`config.mk`:
```
export PLATFORM = sky130hd
export DESIGN_NAME = dac_spi_tx
export DESIGN_NICKNAME = d
export VERILOG_FILES = /design/src/rtl/dac_spi_tx.sv
export SDC_FILE = /design/constraint.sdc
export NUM_CORES = 1
export LEC_CHECK = 0
export CAP_MARGIN = 0
export CORE_AREA = 2 2 72 67
export DETAILED_ROUTE_END_ITERATION = 7
export DIE_AREA = 0 0 74 69
export SETUP_SLACK_MARGIN = 0.5
export SYNTH_ARGS = -nofsm -noshare
export SYNTH_HDL_FRONTEND = slang
export SYNTH_SLANG_ARGS = --single-unit
```
`constraint.sdc`:
```
create_clock -name clk -period 2.7 [get_ports clk]
set_input_delay 0.54 -clock clk [delete_from_list [all_inputs] [get_ports clk]]
set_output_delay 0.54 -clock clk [all_outputs]
set_load 0.005 [all_outputs]
```
`src/rtl/dac_spi_tx.sv`:
```
// Serial MCP4921-class DAC writer: one 16-bit mode-0 SPI frame {CONFIG, sample} per valid/ready accept.
// Frame period (34+CS_GAP)*CLK_DIV+1 cycles; ready is low for the whole frame and gap, so valid is simply ignored then.
module dac_spi_tx #(
  parameter int         DATA_WIDTH = 12,
  parameter int         CLK_DIV    = 4,
  parameter logic [3:0] CONFIG     = 4'b0011,
  parameter int         CS_GAP     = 2
) (
  input  logic                  clk,
  input  logic                  resetn,
  input  logic [DATA_WIDTH-1:0] data_in,
  input  logic                  valid,
  output logic                  ready,
  output logic                  done,
  output logic                  dac_clk,
  output logic                  dac_cs_n,
  output logic                  dac_sdi
);

  localparam int DIV_W = (CLK_DIV > 1) ? $clog2(CLK_DIV) : 1;
  localparam int HP_W  = $clog2(34 + CS_GAP + 1);

  localparam logic [DIV_W-1:0] DIV_LAST     = DIV_W'(CLK_DIV - 1);
  localparam logic [HP_W-1:0]  HP_LAST_FALL = HP_W'(32);
  localparam logic [HP_W-1:0]  HP_CS_RISE   = HP_W'(34);
  localparam logic [HP_W-1:0]  HP_GAP_END   = HP_W'(34 + CS_GAP);

  typedef enum logic [2:0] {IDLE, SETUP, SHIFT, HOLD, GAP} state_t;

  state_t            state_q, state_d;
  logic [DIV_W-1:0]  div_q, div_d;
  logic [HP_W-1:0]   hp_q, hp_d;
  logic [14:0]       sreg_q, sreg_d;
  logic              clk_q, clk_d;
  logic              cs_n_q, cs_n_d;
  logic              sdi_q, sdi_d;
  logic              done_q, done_d;

  logic              tick;
  logic [11:0]       sample_lj;
  logic [15:0]       word;

  assign tick      = (div_q == DIV_LAST);
  assign sample_lj = 12'(data_in) << (12 - DATA_WIDTH);
  assign word      = {CONFIG, sample_lj};

  always_ff @(posedge clk or negedge resetn) begin
    if (!resetn) begin
      state_q <= IDLE;
      div_q   <= '0;
      hp_q    <= '0;
      sreg_q  <= '0;
      clk_q   <= 1'b0;
      cs_n_q  <= 1'b1;
      sdi_q   <= 1'b0;
      done_q  <= 1'b0;
    end else begin
      state_q <= state_d;
      div_q   <= div_d;
      hp_q    <= hp_d;
      sreg_q  <= sreg_d;
      clk_q   <= clk_d;
      cs_n_q  <= cs_n_d;
      sdi_q   <= sdi_d;
      done_q  <= done_d;
    end
  end

  // hp_q counts half-periods since the accept edge; every phase boundary is an absolute half-period index.
  always_comb begin
    state_d = state_q;
    div_d   = div_q;
    hp_d    = hp_q;
    sreg_d  = sreg_q;
    clk_d   = clk_q;
    cs_n_d  = cs_n_q;
    sdi_d   = sdi_q;
    done_d  = 1'b0;

    if (state_q != IDLE) begin
      div_d = tick ? '0 : div_q + 1'b1;
      if (tick) hp_d = hp_q + 1'b1;
    end

    case (state_q)
      IDLE: begin
        if (valid) begin
          state_d = SETUP;
          div_d   = '0;
          hp_d    = '0;
          sreg_d  = word[14:0];
          sdi_d   = word[15];
          cs_n_d  = 1'b0;
        end
      end
      SETUP: begin
        if (tick) begin
          clk_d   = 1'b1;
          state_d = SHIFT;
        end
      end
      SHIFT: begin
        if (tick) begin
          clk_d = ~clk_q;
          if (clk_q) begin
            if (hp_d == HP_LAST_FALL) begin
              state_d = HOLD;
            end else begin
              sdi_d  = sreg_q[14];
              sreg_d = {sreg_q[13:0], 1'b0};
            end
          end
        end
      end
      HOLD: begin
        // Last bit stays on dac_sdi with dac_clk low until chip select releases at half-period 34.
        if (tick && hp_d == HP_CS_RISE) begin
          cs_n_d  = 1'b1;
          sdi_d   = 1'b0;
          done_d  = 1'b1;
          state_d = GAP;
        end
      end
      GAP: begin
        if (tick && hp_d == HP_GAP_END) state_d = IDLE;
      end
      default: state_d = IDLE;
    endcase
  end

  assign ready    = (state_q == IDLE);
  assign done     = done_q;
  assign dac_clk  = clk_q;
  assign dac_cs_n = cs_n_q;
  assign dac_sdi  = sdi_q;

endmodule

```
==> impl_metrics.ini <==
[sta]
finalHoldViolations = 0
worst_pin_slew_ns = 0.414
setup_ws_ns = 0.493
setup_viol = 0
whs_ns = 0.474
skew_ns = 0.00415
min_period_ns = 2.21
maxSlewViolCount = 0
final.setup.tns_ns = 0
slew_headroom_pct = 72.4
fmax_mhz = 453
timing.final.crit_share_pct = 81.7
grt_setup_unrepaired = true

[pwr]
p_int_mw = 0.862
power_density_nw_per_um2 = 474
sw_frac_of_total_pct = 18.3
vdd.ir_drop.worst_v = 0.000304
pwr-share-clk_pct = 54.4
leakagePower_nw = 0.980
seq_power_share_pct = 42.6
combPwrFrac_pct = 3.0
p_switching_mw = 0.193

[floorplanning]
fp-row-count = 23
io-pin-count = 20
fp.coreArea_um2 = 4350
initial_core_util_pct = 38.6
dieHeight_um = 69
dieArea_um2 = 5110
die_width_um = 74

[status]
status = complete, no violations

[yosys]
syn_avg_cell_area_um2 = 9.82
synth.top_cell.area_share_pct = 43.2
synth_edf_count = 0
ys_types = 50
synth_area_leader_cell = dfrtp_1
syn-cell-area_um2 = 1680
synth_cells = 171
yosysWarnings = 0
synth_area_leaders = dfrtp_1 (43%), mux2i_1 (7.2%), nand2_1 (4.9%), a21oi_1 (3.3%), o21ai_1 (3.3%)
ys_seq_elements = 30
synthTopCellsByCount = dfrtp_1 (29), nand2_1 (22), mux2i_1 (12)
yosysMostFrequentCell = dfrtp_1
synth_nets = 188
ys.flop_type = dfrtp_1
synthArstFlopShare_pct = 100
seq_area_frac_synth_pct = 44.8

[critical_path]
critPathKind = flop to flop
cp-start-kind = flop
crit_required_ns = 2.88
rrSetupSlack_ns = 0.49
crit_chain = or3_4 -> buf_6 -> buf_6 -> a211oi_4 -> o21ai_4 -> nand2b_4 -> mux2_4 -> a22o_1
critPathSlowestCell = or3_4
cp.arrival_ns = 2.38
max_stage_delay_ns = 0.42
endpoint_kind = flop
cpMostUsedCell = buf_6
cp_max_fo = 3

[placed_design]
gp_congestion = 0.933
dp.final_hpwl_mm = 2.45
place.port_buffers = 19
placed_area_um2 = 1940
pre_cts_ws_ns = 0.367

[detailed_routing]
drt_iter0_drc = 75
firstDrtPassIters = 4
wire_per_inst_um = 14.4
routed_wl_mm = 3.84
drc_errors = 0
via_per_inst = 5.28
num_vias = 1405
antenna_left = 0

[grt]
grt_pass1_vias = 1419
grt_overflow = 0
grt_max_degree = 31
grt_antenna_before_repair = 0
grtUsageTotal_pct = 16.9
grt_pass1_wl_mm = 6.69

[cells_and_area]
nets = 220
drive_above_1_share_pct = 23.5
diodes = 0
final_util_pct = 51.2
fillers = 396
multiInputGateArea_um2 = 885
stdcell_area_um2 = 2230
area_growth_pct = 32.6
ff_latch_area_um2 = 757

[cts]
clk_path_buf_depth = 2
clkTransAtPathRegs_ns = 0.07
clock-sinks = 30
numCtsBuffers = 5
root_buffer = clkbuf_8
clk_latency_ns = 0.29
cts_tree = done
htree_levels = 2

[flow_run]
cap_violations = 0

[worst_hold_path]
hold_class = flop to flop
==> layer usage <==
metal	track usage, %	share of wire [%]	vias up
li1	-	-	684
met1	23.3	47	670
met2	25.0	46	42
met3	4.97	5.1	9
met4	6.06	1.9	0
met5	0	0	-
==> cell type report <==
cell class,count,area share (%)
well taps,62,3.49
inverters,6,1.24
flip-flops and latches,30,34.0
clock inverters,2,2.70
multi-input cells,125,39.7
clock buffers,6,3.71
repair buffers,35,15.1
==> cell usage in the layout (no fill, tap or decap), types with 2 or more instances in the layout <==
cell type | synthesis | routed
nand4_1 | 4 | 4
mux2i_1 | 12 | 11
a21oi_1 | 11 | 11
a32o_1 | 2 | 2
nor2_1 | 6 | 6
a211oi_4 | 0 | 2
nand3b_1 | 2 | 2
o22ai_1 | 2 | 2
clkdlybuf4s50_1 | 0 | 18
nor3_1 | 5 | 4
nand3_1 | 4 | 4
o31ai_1 | 2 | 2
o21ai_1 | 11 | 11
o21ai_0 | 8 | 8
buf_6 | 2 | 3
buf_4 | 2 | 12
dfrtp_1 | 29 | 25
nand2_1 | 22 | 21
a31oi_1 | 2 | 2
dfrtp_2 | 0 | 4
bufinv_16 | 0 | 2
clkbuf_8 | 0 | 6
nand2b_1 | 3 | 3
inv_1 | 5 | 5
==> kinds of logic after synthesis <==
family	count (synthesis)	share of synthesized area, %
AND/OR/NAND/NOR	57	18.1
multiplexers	13	8.05
buffers and inverters	16	5.22
AO/OA/AOI/OAI	50	20.3
adder cells (fa/ha/maj)	2	1.49
flip-flops	30	44.8
XOR/XNOR	3	2.01
==> repair_timing <==
item                                   CTS  global route
buffers inserted                        10             0
endpoints found under the hold margin    0             0
setup endpoints to repair               13            15
pin swaps                                5             3
gates resized for setup                 11             7
hold buffers                             0             0
==> state kept, by name, indices dropped and copies added, names as in the netlist <==
signal	cells
hp_q	6
div_q	2
dac_clk	1
done	1
sreg_q	15
state_q	3
dac_cs_n	1
dac_sdi	1
==> metrics by stage <==
step | cells | total power [mW]
floorplan | 171 | 0.459
global placement | 248 | 0.490
detailed placement | 248 | 0.491
CTS | 266 | 1.06
global route | 266 | 1.08
finish | 266 | 1.06
==> final timing paths <==
check                                       startpoint                      to  cells after the start
worst min register to register    dac_cs_n$_DFFE_PN1P_    dac_cs_n$_DFFE_PN1P_                      2
min in group asynchronous                       resetn  state_q[0]$_DFFE_PN0P_                      2
max in group asynchronous                       resetn       hp_q[1]$_DFF_PN0_                      2
worst min-delay path              dac_cs_n$_DFFE_PN1P_    dac_cs_n$_DFFE_PN1P_                      2
worst max register to register  state_q[2]$_DFFE_PN0P_     dac_sdi$_DFFE_PN0P_                      8
worst max-delay path            state_q[2]$_DFFE_PN0P_     dac_sdi$_DFFE_PN0P_                      8
==> power by group through the flow <==
| stage | clock (mW) | sequential, mW | combinational [mW] |
|---|---|---|---|
| finish | 0.574 | 0.449 | 0.0316 |
| global route | 0.601 | 0.449 | 0.0353 |
| CTS | 0.581 | 0.449 | 0.0327 |
| detailed placement | 0 | 0.458 | 0.0327 |
| global placement | 0 | 0.458 | 0.0320 |
| floorplan | 0 | 0.458 | 0.000706 |
==> critical path: cells and delay by family, from the launching register on <==
family          cells  cell delay, ns
simple gates        2            0.58
compound gates      3            0.56
flops               1            0.41
mux                 1            0.29
buf+inv             2            0.25
Power figures use the tool's default switching activity.
